`src/rtl/tlp2mdio.sv`:
```
// Passive TRN RX tap: decodes 1-DW memory writes to the MDIO access register and
// presents the byte-swapped command with a stretched strobe. Optional: TLP2MDIO_BE_CHECK_EN.
module tlp2mdio #(
  parameter int unsigned BAR_HIT_IDX     = 0,
  parameter logic [9:0]  MDIO_REG_OFFSET = 10'h010,
  parameter int unsigned ACC_EN_CYCLES   = 8
) (
  input  logic        trn_clk,
  input  logic        reset_n,
  input  logic [63:0] trn_rd,
  input  logic [7:0]  trn_rrem_n,
  input  logic        trn_rsof_n,
  input  logic        trn_reof_n,
  input  logic        trn_rsrc_rdy_n,
  input  logic        trn_rdst_rdy_n,
  input  logic        trn_rsrc_dsc_n,
  input  logic [6:0]  trn_rbar_hit_n,
  output logic [31:0] acc_data,
  output logic        acc_en,
  output logic        acc_drop
);

  typedef enum logic [1:0] {S_IDLE, S_ADDR, S_SKIP} state_t;

  localparam logic [2:0] BAR_SEL  = 3'(BAR_HIT_IDX);
  localparam logic [7:0] CNT_LOAD = 8'(ACC_EN_CYCLES - 1);

  state_t     state;
  logic [7:0] cnt;
  logic       beat;
  logic       hdr_ok;
  logic       addr_match;
  logic       accept;
  logic       unused_bits;

  always_comb begin
    beat   = !trn_rsrc_rdy_n && !trn_rdst_rdy_n;
    hdr_ok = (trn_rd[62:61] == 2'b10) && (trn_rd[60:56] == 5'b00000) &&
             (trn_rd[41:32] == 10'd1) && !trn_rbar_hit_n[BAR_SEL];
`ifdef TLP2MDIO_BE_CHECK_EN
    hdr_ok = hdr_ok && (trn_rd[3:0] == 4'hF) && (trn_rd[7:4] == 4'h0);
`endif
    addr_match = (trn_rd[43:34] == MDIO_REG_OFFSET) && !trn_reof_n &&
                 (trn_rrem_n == 8'h00);
    accept     = beat && trn_rsrc_dsc_n && (state == S_ADDR) && addr_match;
    unused_bits = ^{trn_rd[63], trn_rd[55:44], trn_rbar_hit_n};
  end

  always_ff @(posedge trn_clk or negedge reset_n) begin
    if (!reset_n) begin
      state    <= S_IDLE;
      cnt      <= '0;
      acc_data <= '0;
      acc_en   <= 1'b0;
      acc_drop <= 1'b0;
    end else begin
      acc_drop <= 1'b0;

      if (beat) begin
        if (!trn_rsrc_dsc_n) begin
          state <= S_IDLE;
        end else begin
          unique case (state)
            S_IDLE: begin
              // sof+eof on one beat is malformed: nothing to track
              if (!trn_rsof_n && trn_reof_n)
                state <= hdr_ok ? S_ADDR : S_SKIP;
            end
            S_ADDR: state <= trn_reof_n ? S_SKIP : S_IDLE;
            S_SKIP: if (!trn_reof_n) state <= S_IDLE;
            default: state <= S_IDLE;
          endcase
        end
      end

      if (accept && !acc_en) begin
        acc_data <= {trn_rd[7:0], trn_rd[15:8], trn_rd[23:16], trn_rd[31:24]};
        acc_en   <= 1'b1;
        cnt      <= CNT_LOAD;
      end else begin
        if (accept)
          acc_drop <= 1'b1;
        if (acc_en) begin
          if (cnt == 8'd0)
            acc_en <= 1'b0;
          else
            cnt <= cnt - 8'd1;
        end
      end
    end
  end

endmodule

```
`config.mk`:
```
export PLATFORM = sky130hd
export DESIGN_NAME = tlp2mdio
export DESIGN_NICKNAME = d
export VERILOG_FILES = /design/src/rtl/tlp2mdio.sv
export SDC_FILE = /design/constraint.sdc
export NUM_CORES = 1
export LEC_CHECK = 0
export CAP_MARGIN = 20
export CORE_MARGIN = 2
export CORE_UTILIZATION = 40
export CTS_CLUSTER_DIAMETER = 50
export DETAILED_ROUTE_END_ITERATION = 6
export GPL_ROUTABILITY_DRIVEN = 0
export GPL_TIMING_DRIVEN = 0
export PLACE_DENSITY = 0.89
export RECOVER_POWER = 50
export SYNTH_ARGS = -nofsm -noshare
export SYNTH_HDL_FRONTEND = slang
export SYNTH_SLANG_ARGS = --single-unit
```
`constraint.sdc`:
```
create_clock -name trn_clk -period 3.35 [get_ports trn_clk]
set_clock_uncertainty 0.1 [all_clocks]
set_input_delay 0.67 -clock trn_clk [delete_from_list [all_inputs] [get_ports trn_clk]]
set_output_delay 0.67 -clock trn_clk [all_outputs]
set_load 0.05 [all_outputs]
```
After elaboration in Yosys (flattened, before gate mapping)

Cells that the tools add are included.

Input port bits: 86
Bits in registers: 44

Multiplexer cells: 14
Reduce and logical (&&, ||, !) cells: 24
Equality and inequality tests: 8
Add/sub/neg operators: 1

Operator list:

| kind                                             | number |
|---|---|
| two-way mux 8 bit                                | 3 |
| logical NOT 8 bit                                | 2 |
| logical AND 1 bit                                | 11 |
| == test 10 x 1 -> 1 bit, second input constant   | 1 |
| == test 10 x 5 -> 1 bit, second input constant   | 1 |
| two-way mux 2 bit                                | 5 |
| subtractor 8 x 1 -> 8 bit, second input constant | 1 |
| logical NOT 1 bit                                | 6 |
| != test 3 bit, second input constant             | 2 |
| case mux 2 bit (3 select lines)                  | 1 |
| logical NOT 5 bit                                | 1 |
| two-way mux 1 bit                                | 5 |
| == test 2 bit, second input constant             | 2 |
| AND reduction 3 bit                              | 1 |
| == test 2 x 1 -> 1 bit, second input constant    | 1 |
| logical NOT 2 bit                                | 1 |
| != test 2 bit, second input constant             | 1 |
| AND reduction 2 bit                              | 1 |
| nonzero test 2 bit                               | 1 |

Logic depth before layout (Yosys ltp)

Gate-level depths: netlist (run 1).

Word-level depth: 8
Depth in mapped cells: 6
Mapped depth without buffers: 6

Worst setup path before layout (run 1)

Ideal clock, no wire load.

Kind: in2reg
Start: in trn_rd[41]
End: reg acc_data[0]
Path slack: 1175 ps
Buffers on the path: 2
Data required time: 3123 ps
Cell stages on the path: 6
Data arrival time: 1948 ps
Cell sequence: nor4_2 -> nand4_1 -> nor3_2 -> buf_4 -> buf_6 -> mux2_1

Cells in the longest elaborated chain, start to end: 5

RTL lines:

| item                           | line | text |
|---|---|---|
| start, declared                | 10   | `input logic [63:0] trn_rd,` |
| == test 10 x 5 -> 1 bit        | 43   | `addr_match = (trn_rd[43:34] == MDIO_REG_OFFSET) && !trn_reof_n &&` |
| logical AND 1 bit (2 in a row) | 43   |  |
| logical AND 1 bit              | 45   | `accept = beat && trn_rsrc_dsc_n && (state == S_ADDR) && addr_match;` |
| logical AND 1 bit              | 76   | `if (accept && !acc_en) begin` |
| end signal, assigned           | 77   | `acc_data <= {trn_rd[7:0], trn_rd[15:8], trn_rd[23:16], trn_rd[31:24]};` |
| end, declared                  | 18   | `output logic [31:0] acc_data,` |

No other way between the ends.
A chain may end at the register's enable or synchronous reset.

Worst setup path in the final report (run 1)

Start: in trn_rd[41]
End: reg acc_data[29]

Same word-level chain as after synthesis.

==> results of run 1 <==
registers in the layout, indices dropped and copies added (netlist names):
| signal | count |
|---|---|
| acc_data | 32 |
| acc_drop | 1 |
| acc_en | 1 |
| cnt | 8 |
| state | 2 |
final cells by class:
type | instances | area share
timing repair buffer | 101 | 0.320
clock buffer | 5 | 0.0221
inverter | 5 | 0.00601
clock inverter | 2 | 0.00401
buffer | 4 | 0.0112
multi-input combinational | 98 | 0.257
sequential | 44 | 0.353
tap | 67 | 0.0269
synthesized netlist by cell type, types with 3 or more instances:
cell type	instances
nor4_1	5
or3_1	3
nor3_1	3
dfrtp_1	44
mux2_1	14
nor2_1	4
nor2b_1	3
inv_1	5
mux2_2	18
nand2_1	10
worst min path at each step:
stage / endpoint / slack, ns / depth (start not counted)
floorplan: acc_data[0] / 0.27 / 0
finish: acc_data[30] / 0.38 / 1
CTS: acc_data[9] / 0.22 / 1
global route: acc_data[6] / 0.40 / 1
detailed placement: acc_data[2] / 0.37 / 1
global placement: acc_data[9] / 0.37 / 1
cells in the final DEF (no fill, tap or decap), types with 2 or more instances in the layout:
| cell type | synthesis | routed |
|---|---|---|
| a21boi_0 | 2 | 2 |
| a21oi_1 | 2 | 2 |
| buf_6 | 2 | 2 |
| clkbuf_1 | 0 | 2 |
| clkbuf_8 | 0 | 5 |
| clkdlybuf4s50_1 | 0 | 83 |
| dfrtp_1 | 44 | 44 |
| dlygate4sd3_1 | 0 | 16 |
| ha_1 | 2 | 2 |
| inv_1 | 5 | 5 |
| mux2_1 | 14 | 14 |
| mux2_2 | 18 | 18 |
| nand2_1 | 10 | 10 |
| nand2b_1 | 2 | 2 |
| nor2_1 | 4 | 4 |
| nor2b_1 | 3 | 3 |
| nor3_1 | 3 | 3 |
| nor3b_1 | 2 | 2 |
| nor4_1 | 5 | 5 |
| o22ai_1 | 2 | 2 |
| o31a_1 | 2 | 2 |
| o41ai_1 | 2 | 2 |
| or3_1 | 3 | 3 |
| or4b_1 | 2 | 2 |
cell families after synthesis:
logic type / count (synthesis) / share of synthesized area
simple gates: 45 / 0.141
xor+xnor: 2 / 0.00895
fa+ha+maj: 2 / 0.0128
compound gates: 17 / 0.0627
buf+inv: 9 / 0.0275
flops: 44 / 0.563
mux: 32 / 0.184
per-layer routing:
metal,GRT usage,vias up
met5,0,-
met3,0.0447,6
li1,-,766
met1,0.180,765
met2,0.299,40
met4,0.0646,0
worst max-delay path: cells and delay by family:
family | cells | cell delay, ns
buffers and inverters | 3 | 0.81
AND/OR/NAND/NOR | 3 | 0.82
multiplexers | 1 | 0.33
power by group through the flow:
stage	registers, mW	logic (mW)	clock network, mW
2_1_floorplan	0.547	0.0130	0
3_3_place_gp	0.548	0.101	0
3_5_place_dp	0.548	0.105	0
4_1_cts	0.538	0.106	0.330
5_1_grt	0.539	0.110	0.343
6_report	0.538	0.101	0.315
==> metrics.txt, run 1 <==
TritonCTS clock tree done; die area 5470 um^2; CTS buffer count 5; DRT Pass-1 Iters 4; Post-synth EDFFs 0; Die H 73.9 um; Clock power frac 0.330; fraction of final layout cells sized beyond drive strength 1 0.131; Fillers 364; Die X 73.9 um; final instance area 3120 um^2; Final Util 0.661; Seq cells post-synth 44; detailed placement HPWL 3420 um; core area 4720 um^2; Syn Area/Cell 13.0 um^2; Area contributors post-synth dfrtp_1 56%, mux2_2 10%, mux2_1 8.1%; initial core utilization 0.414; Crit-path slowest cell clkdlybuf4s50_1; Power Density 306 nW/um^2; Critical Path Sink acc_data[29]; M1 WL 1700 um; CP peak stage delay 0.41 ns; cells along the critical path clkdlybuf4s50_1 > nor4_2 > nand4_1 > nor3_2 > buf_4 > buf_6 > mux2_1; RSZ-0062 raised after global routing no; placed inst area 3060 um^2; Vias/cell 4.84; GRT Util Overall 0.164; first-pass GRT wire length 6890 um; Placement Setup Slack 0.428 ns; initial antenna violation count 0; Routed WL 4310 um; clock root buffer clkbuf_8; Worst Hold Class flop to flop; Syn-to-layout area delta 59.5%; post-synth cell types 42; Combinational Power Share 0.106; Most used DFF post-synth dfrtp_1; Tmin final 2.55 ns; floorplan row count 25; Fin Setup TNS 0 ns; Synth top area share 0.563; Psw 0.205 mW; Yosys top cell by area dfrtp_1; Resized Gates After CTS 0; Skew-Pair Late Insertion Delay 0.30 ns; H-tree depth 2; clk buf depth 2; I/O pins 120; status completed; reg-to-reg slack, setup 1.22 ns; multi-input logic area 802 um^2; setup ws final 0.805 ns; Power, Total 0.954 mW; r2r worst-path depth 6; WP data arrival 2.63 ns; clock sinks 44; Worst Setup SP trn_rd[41]; Final ANT Viol Nets 0; maximum vdd drop 286 uV; storage element area 1100 um^2; RR Startpoint state[1]; Sw Ratio 0.215; largest net degree at the start of global routing 27; sequential-to-total area share from yosys stat 0.563; post-route DRC violation count 0; Highest Signal Layer met4; Leakage 1.41 nW; final hold violations 0; Initial DRC Count 55; asr flop ratio synth 1.00; Clock transition at path regs 0.08 ns; CP Max Fanout 10; Slew Viols, Final 0; n_diodes 0; Via Count 1577; nets@finish 347; Internal Power 0.749 mW; CTS Hold Buffers Added 0; hold path startpoint acc_data[30]; fmax 393 MHz; Post-CTS Setup Bufs 0; syn nets 239; Cells after Synth 151; Seq pwr share 0.564; post-route non-filler standard cell count 326; Routed met2 length 2340 um; met3 WL 217 um; Least-Margin Pin Slew 1.39 ns; critical path launch point type primary input; Setup Crit Path Kind primary input to flop; # port buffers 100; grt ovf 0; r2r endpoint acc_data[29]; vias in the first global route 1665; Max Cap Violations 0; Min Hold Slack 0.383 ns; final-report setup violation count 0; post-synth design cell area 1960 um^2; Routed WL per cell 13.2 um; Cells after DPL 319; slew margin rel. 0.0747; fin crit share 0.760; Yosys Warn Count 0; CP Capture Type flop; CP Data Required Time 3.43 ns
Note: power is estimated with default switching activity, not from simulation.
==> run 2: changes to the inputs <==
--- a/config.mk
+++ b/config.mk
@@ -7,12 +7,12 @@
 export LEC_CHECK = 0
 export CAP_MARGIN = 20
 export CORE_MARGIN = 2
-export CORE_UTILIZATION = 40
+export CORE_UTILIZATION = 33
 export CTS_CLUSTER_DIAMETER = 50
 export DETAILED_ROUTE_END_ITERATION = 6
 export GPL_ROUTABILITY_DRIVEN = 0
 export GPL_TIMING_DRIVEN = 0
-export PLACE_DENSITY = 0.89
+export PLACE_DENSITY = 0.79
 export RECOVER_POWER = 50
 export SYNTH_ARGS = -nofsm -noshare
 export SYNTH_HDL_FRONTEND = slang
==> constraint.sdc (replaced) <==
create_clock -name trn_clk -period 2.22 [get_ports trn_clk]
set_clock_uncertainty 0.1 [all_clocks]
set_input_delay 0.444 -clock trn_clk [delete_from_list [all_inputs] [get_ports trn_clk]]
set_output_delay 0.444 -clock trn_clk [all_outputs]
set_load 0.05 [all_outputs]
==> run 2 against run 1 <==
Effect of this change:
- clock-buffer cell count unchanged
- combinational power grew 54%
- via count grew 2.2%
- largest power group unchanged
==> metrics.txt, run 2 (synthesized netlist as in run 1, its figures left out) <==
status completed; vias in the first global route 1686; Crit-path slowest cell clkdlybuf4s50_1; # port buffers 100; multi-input logic area 826 um^2; clock root buffer clkbuf_8; most frequent cells in the layout 82 x clkdlybuf4s50_1, 44 x dfrtp_1, 18 x mux2_2; fmax 470 MHz; Tmin final 2.13 ns; CP peak stage delay 0.45 ns; die area 6560 um^2; RR Startpoint state[1]; nets@finish 352; DRT Pass-1 Iters 4; Power Density 448 nW/um^2; initial core utilization 0.336; Psw 0.318 mW; Max Cap Violations 0; CP Capture Type flop; Worst Hold Class primary input to asynchronous set/reset pin; GRT Util Overall 0.146; placed inst area 3070 um^2; Largest regs acc_data x32, cnt x8, state x2; Syn-to-layout area delta 65.3%; CTS buffer count 5; Sw Ratio 0.220; Fillers 542; Routed WL per cell 13.6 um; fin crit share 0.959; Least-Margin Pin Slew 1.14 ns; Slew Viols, Final 0; Seq pwr share 0.561; final hold violations 0; largest net degree at the start of global routing 25; Internal Power 1.13 mW; r2r worst-path depth 6; Leakage 1.50 nW; Power, Total 1.45 mW; Vias/cell 4.76; Skew-Pair Late Insertion Delay 0.29 ns; H-tree depth 2; post-route non-filler standard cell count 339; final-report setup violation count 0; clock sinks 44; final instance area 3230 um^2; fraction of final layout cells sized beyond drive strength 1 0.152; Setup Crit Path Kind primary input to flop; floorplan row count 28; CP Max Fanout 6; first-pass GRT wire length 7380 um; initial antenna violation count 0; Die X 81.0 um; slew margin rel. 0.242; Routed WL 4600 um; WP data arrival 2.20 ns; Min Hold Slack 0.248 ns; Clock transition at path regs 0.09 ns; n_diodes 0; max reg flops 32; r2r endpoint acc_data[12]; Clock power frac 0.331; storage element area 1100 um^2; Cells after DPL 327; critical path launch point type primary input; Combinational Power Share 0.108; Final ANT Viol Nets 0; maximum vdd drop 345 uV; Worst path most repeated cell buf_6; register with the most flip-flops acc_data; Initial DRC Count 36; CP Data Required Time 2.30 ns; detailed placement HPWL 3610 um; reg-to-reg slack, setup 0.19 ns; grt ovf 0; core area 5820 um^2; I/O pins 120; post-route DRC violation count 0; most common cell after layout, fill and taps aside clkdlybuf4s50_1; clk buf depth 2; cells along the critical path clkdlybuf4s50_1 > nor4b_4 > nand4_1 > nor3_4 > buf_6 > buf_6 > mux2_2; Die H 81.0 um; Via Count 1612; TritonCTS clock tree done
run 2: final cells by class:
type / count / share of cell area
clock inverter: 2 / 0.00387
timing repair buffer: 106 / 0.329
clock buffer: 5 / 0.0213
sequential: 44 / 0.340
tap: 75 / 0.0290
multi-input combinational: 98 / 0.255
buffer: 4 / 0.0151
inverter: 5 / 0.00580
run 2: stage by stage:
step           setup WS (ns)  TNS, ns   util
2_1_floorplan          0.209        0      -
3_3_place_gp          -0.598   -39.58  0.525
3_5_place_dp          -0.454   -13.08  0.527
4_1_cts               0.0116        0  0.546
5_1_grt             -0.00842  -0.0270  0.556
6_report              0.0920        0  0.556
run 2: worst max path at each step:
stage                   start      endpoint  slack [ns]  cells after the start
2_1_floorplan          acc_en   acc_data[0]        0.21                      5
3_3_place_gp          reset_n  acc_data[13]       -0.60                      1
3_5_place_dp       trn_rd[41]   acc_data[7]       -0.45                      7
4_1_cts            trn_rd[34]   acc_data[7]        0.01                      7
5_1_grt            trn_rd[37]  acc_data[15]      -0.008                      7
6_report       trn_rdst_rdy_n  acc_data[12]        0.09                      7
run 2: critical path: cells and delay by family:
family	cells	cell delay, ns
buffers and inverters	3	0.75
AND/OR/NAND/NOR	3	0.68
multiplexers	1	0.32
run 2: what timing repair did:
| action | 4_1_cts | 5_1_grt |
|---|---|---|
| gates cloned | 0 | 1 |
| endpoints found under the setup margin | 24 | 28 |
| resized for setup | 3 | 11 |
| hold buffers | 0 | 0 |
| setup buffers | 2 | 2 |
| pin swaps | 3 | 3 |
run 2: routing by layer:
layer  routed length, um  GRT usage  vias to the layer above
met4                  59     0.0458                        0
met5                   0          0                        -
li1                    -          -                      773
met1                1880      0.169                      785
met2                2340      0.254                       48
met3                 312     0.0489                        6
run 2: power by group through the flow:
| stage | logic, mW | registers, mW | clock network, mW |
|---|---|---|---|
| 6_report | 0.156 | 0.813 | 0.480 |
| 5_1_grt | 0.171 | 0.814 | 0.531 |
| 4_1_cts | 0.161 | 0.811 | 0.499 |
| 3_5_place_dp | 0.160 | 0.827 | 0 |
| 3_3_place_gp | 0.153 | 0.827 | 0 |
| 2_1_floorplan | 0.0196 | 0.826 | 0 |
==> patch 1 (config.mk and constraints of run 2) <==
Add a define of `TLP2MDIO_BE_CHECK_EN`.
--- a/src/rtl/tlp2mdio.sv
+++ b/src/rtl/tlp2mdio.sv
@@ -2,2 +2,4 @@
 // presents the byte-swapped command with a stretched strobe. Optional: TLP2MDIO_BE_CHECK_EN.
+`define TLP2MDIO_BE_CHECK_EN
+
 module tlp2mdio #(
Behaviour: not the same (a bounded check fails within 4 cycles, from zero or initial values and one cycle with reset_n low).
==> patch 1 against run 2 <==
  * Worst setup slack worse by 0.0047 ns
  * Non-clock buffer count is 1 higher
  * Routed wire length is 13% higher
  * Clock power is 9.2% higher
  * Sequential cell count stayed put
  * Final area is 3.2% higher
  * Worst hold slack better by 0.038 ns
  * Synthesized area is 4.4% higher
  * Total power is 3.4% higher
==> patch 1: results <==
clocking:
  root_buffer_cell: "clkbuf_8"
  cts-buffers-inserted: 5
  insertion_delay_ns: 0.29
  cts_htree_levels: 2
  cts_max_path_buffers: 2
  worst_setup_hold_path_clk_slew_ns: 0.08
grt:
  number_of_global_route_vias_before_repair: 1779
  grt_antenna_before_repair: 0
  globalRouteTotalUtil: 0.160
  grt_max_degree: 24
  grt_first_pass_wirelength_um: 8220
worst_setup_path:
  cp_max_fo: 6
  crit_path_top_delay_cell: "clkdlybuf4s50_1"
  crit_path_max_incr_delay_ns: 0.46
  worst_r2r_startpoint: "acc_en"
  timing.critical_path.to: "acc_data[12]"
  regToRegEndpoint: "cnt[5]"
  critPathArrivalTime_ns: 2.21
  r2r.worst_path.cells: 4
  path_delay_family: "buffers and inverters"
  ff2ff_setup_slack_ns: 0.29
  worst_setup_path_startpoint: "trn_rsrc_rdy_n"
pwr:
  power.static_leakage_nw: 1.48
  netSwitchingFraction: 0.219
  worst_ir_drop_vdd_mv: 0.416
synth:
  async_flop_share: 1.00
  ys_types: 38
  syn_nets: 239
  synth_enable_flop_cells: 0
  synth_sequential_area_ratio: 0.539
  post_synth_most_frequent_cells: "dfrtp_1, mux2_4, nor2_1"
  postSynthAreaPerCell_um2: 13.5
  ys_top_cells_by_area: "dfrtp_1, mux2_4, mux2_2"
  synth_warnings: 0
placement:
  placedInstanceArea_um2: 3160
  dp.cells: 327
  dp_hpwl_um: 3940
  place.port_buffers: 100
route:
  dr.first_iter.drc_count: 39
  dr.pass1.iters: 4
  routed_via_density: 4.92
  route.detailed.wl_per_inst_um: 15.1
  route.vias.total: 1683
cells_and_area:
  diodes: 0
  reg.largest.list: "acc_data (32), cnt (8), state (2)"
  post_route_cells_drive_above_1_share: 0.206
  finalNetCount: 354
run_status:
  run_status: "complete, no violations"
sta:
  timing.max_slew.rel_slack: 0.182
hold_path:
  hold_path_class: "in -> async"
## patch 1: metrics by stage
stage          power (W)  hold WS (ns)  setup slack, ns
6_report         0.00150         0.286           0.0873
5_1_grt          0.00157         0.408         0.000167
4_1_cts          0.00152        0.0566          0.00110
3_5_place_dp    0.000994         0.378           -0.814
3_3_place_gp    0.000982         0.366           -0.744
2_1_floorplan   0.000845        0.0484           0.0183
## patch 1: cell type report
type,count,area (µm²)
Buffer,3,55.1
Clock inverter,1,7.51
Multi-Input combinational cell,100,921
Sequential cell,44,1100
Fill cell,534,2620
Tap cell,75,93.8
Clock buffer,7,86.3
Inverter,4,15.0
Timing Repair Buffer,108,1060
## patch 1: logic make-up (layout without fill, tap and decap cells)
group	count (synthesis)	in the layout	share of synthesized area
muxes	35	35	0.228
AOI/OAI and AO/OA	15	15	0.0484
adders and majority gates	2	2	0.0122
DFF	44	44	0.539
buffers and inverters	7	123	0.0239
xor gates and xnor gates	1	1	0.00429
and+or+nand+nor	47	47	0.145
## patch 1: repair_timing
| item | in CTS | in global routing |
|---|---|---|
| pin swaps | 4 | 5 |
| endpoints found under the setup margin | 38 | 34 |
| buffers inserted | 4 | 3 |
| resized for setup | 10 | 7 |
| gates cloned | 0 | 0 |
## patch 1: worst min-delay path by stage
stage | from | to | slack, ns
after floorplan | reset_n | acc_data[0] | 0.05
final | reset_n | acc_data[5] | 0.29
after detailed placement | reset_n | acc_data[3] | 0.38
after CTS | reset_n | acc_data[3] | 0.06
after global routing | reset_n | acc_data[3] | 0.41
after global placement | acc_data[3] | acc_data[3] | 0.37
## patch 1: routing by layer
| metal | global-route usage | vias to the layer above | part of all wire | wire length [µm] |
|---|---|---|---|---|
| met5 | 0 | - | 0 | 0 |
| met4 | 0.0393 | 0 | 0.0071 | 37 |
| met3 | 0.0478 | 5 | 0.056 | 290 |
| met2 | 0.277 | 48 | 0.53 | 2730 |
| met1 | 0.194 | 843 | 0.41 | 2120 |
| li1 | - | 787 | - | - |
## patch 1: worst register-to-register path, stage by stage, from the launching register on
cell and delay (ns):
dfrtp_1 0.52, or4b_2 0.68, nor3_1 0.24, mux2i_1 0.23
nor2_1 0.06
## patch 1: power groups by stage
stage,combinational (W),sequential (W),clock [W]
2_1_floorplan,0.0000196,0.000825,0
3_3_place_gp,0.000157,0.000825,0
3_5_place_dp,0.000168,0.000826,0
4_1_cts,0.000167,0.000810,0.000547
5_1_grt,0.000177,0.000814,0.000583
6_report,0.000162,0.000812,0.000524
==> patch 2 (config.mk and constraints of run 2) <==
Made on the original files. Re-encode `state_t` (3 states) as one-hot, 3 bits wide.
--- a/src/rtl/tlp2mdio.sv
+++ b/src/rtl/tlp2mdio.sv
@@ -22,3 +22,3 @@
 
-  typedef enum logic [1:0] {S_IDLE, S_ADDR, S_SKIP} state_t;
+  typedef enum logic [2:0] {S_IDLE = 3'b001, S_ADDR = 3'b010, S_SKIP = 3'b100} state_t;
 
Function: no difference found for any inputs over 10 cycles, from zero or initial values and one cycle with reset_n low; not proved beyond that.
==> patch 2 against run 2 <==
  * Synthesized area grew 5.6%
  * Total power grew 10%
  * Sequential cell count grew 1
  * First-iteration DRC count grew 110%
  * Global-route usage is essentially flat
  * Routed wire length grew 8.7%
  * Final area grew 3.7%
  * Worst setup slack lost 0.084 ns
  * Critical path type unchanged
  * Critical endpoint is now acc_data[25]
  * Largest cell class is now sequential cells
==> patch 2: results <==
run_status:
  run_status: "complete, no violations"
grt:
  grt_first_pass_wirelength_um: 8300
  globalRouteTotalUtil: 0.145
  grt_max_degree: 26
  number_of_global_route_vias_before_repair: 1822
  grt_antenna_before_repair: 0
synth:
  adder_cell_fraction_of_synth_area: 0.0121
  ys_types: 38
  post_synth_most_frequent_cells: "dfrtp_1, mux2_2, nor2_1"
  post_synth_mux_area_share: 0.179
  async_flop_share: 1.00
  synth_sequential_area_ratio: 0.545
  synth-xor-area-share: 0.0127
  syn_nets: 248
  ys_top_cells_by_area: "dfrtp_1, mux2_2, mux2_1"
  synth_compound_area_frac: 0.0581
route:
  dr.pass1.iters: 4
  dr.first_iter.drc_count: 77
  route.vias.total: 1721
  routed_wirelength_um: 5000
sta:
  final_period_minus_worst_setup_slack_ns: 2.21
  timing.max_slew.rel_slack: 0.266
  whs_ns: 0.227
worst_setup_path:
  cp_max_fo: 10
  worst_r2r_startpoint: "cnt[0]"
  worst_setup_path_startpoint: "trn_rrem_n[0]"
  ff2ff_setup_slack_ns: 0.19
cells_and_area:
  finalNetCount: 361
  post_route_cells_drive_above_1_share: 0.215
  diodes: 0
  reg.largest.list: "acc_data (32), cnt (8), state (3)"
pwr:
  power.static_leakage_nw: 1.45
  netSwitchingFraction: 0.241
  worst_ir_drop_vdd_mv: 0.324
placement:
  dp_hpwl_um: 3750
  place.port_buffers: 100
  placedInstanceArea_um2: 3180
  pre_cts_ws_ns: -0.665
==> patch 2: kinds of logic after synthesis <==
group / after synthesis
adders and majority gates: 2
DFF: 45
muxes: 33
AOI/OAI and AO/OA: 18
xor gates and xnor gates: 3
and+or+nand+nor: 53
buffers and inverters: 6
==> patch 2: what timing repair did <==
action,4_1_cts,5_1_grt
hold endpoints to repair,0,0
resized for setup,7,8
buffers inserted,2,3
setup endpoints to repair,35,33
pin swaps,4,4
==> patch 2: stage by stage <==
stage | cells | power, W
2_1_floorplan | 160 | 0.000951
3_3_place_gp | 335 | 0.00109
3_5_place_dp | 336 | 0.00111
4_1_cts | 346 | 0.00163
5_1_grt | 349 | 0.00167
6_report | 349 | 0.00160
==> patch 2: per-layer routing <==
| layer | part of all wire | up-vias | track usage |
|---|---|---|---|
| met5 | 0 | - | 0 |
| met4 | 0.015 | 0 | 0.0432 |
| met3 | 0.079 | 8 | 0.0586 |
| met2 | 0.50 | 64 | 0.254 |
| met1 | 0.40 | 838 | 0.162 |
| li1 | - | 811 | - |
==> patch 2: power by group through the flow <==
stage	logic (W)	registers (W)	clock network, W
after floorplan	0.0000695	0.000882	0
after CTS	0.000223	0.000874	0.000532
after global routing	0.000238	0.000879	0.000557
after detailed placement	0.000217	0.000890	0
final	0.000217	0.000874	0.000507
after global placement	0.000208	0.000887	0
==> patch 2: final timing paths <==
| check | end |
|---|---|
| setup / recovery | acc_data[25] |
| hold / removal | acc_data[1] |
| setup reg to reg | cnt[6] |
| hold reg to reg | acc_data[17] |
| max in group asynchronous | acc_data[17] |
| min in group trn_clk | acc_data[17] |
==> patch 2: final cells by class <==
cell class | count | area [µm²]
fillers | 516 | 2640
flip-flops and latches | 45 | 1130
repair buffers | 106 | 1050
multi-input cells | 109 | 938
well taps | 75 | 93.8
clock buffers | 5 | 68.8
plain buffers | 3 | 45.0
clock inverters | 3 | 21.3
inverters | 3 | 11.3
==> patch 2: worst max-delay path, cell delays in order <==
cell and delay [ns]:
clkdlybuf4s50_1 0.44, nor4b_4 0.34, nand2_2 0.12, nor4_4 0.27
buf_6 0.18, buf_8 0.15, mux2_2 0.34
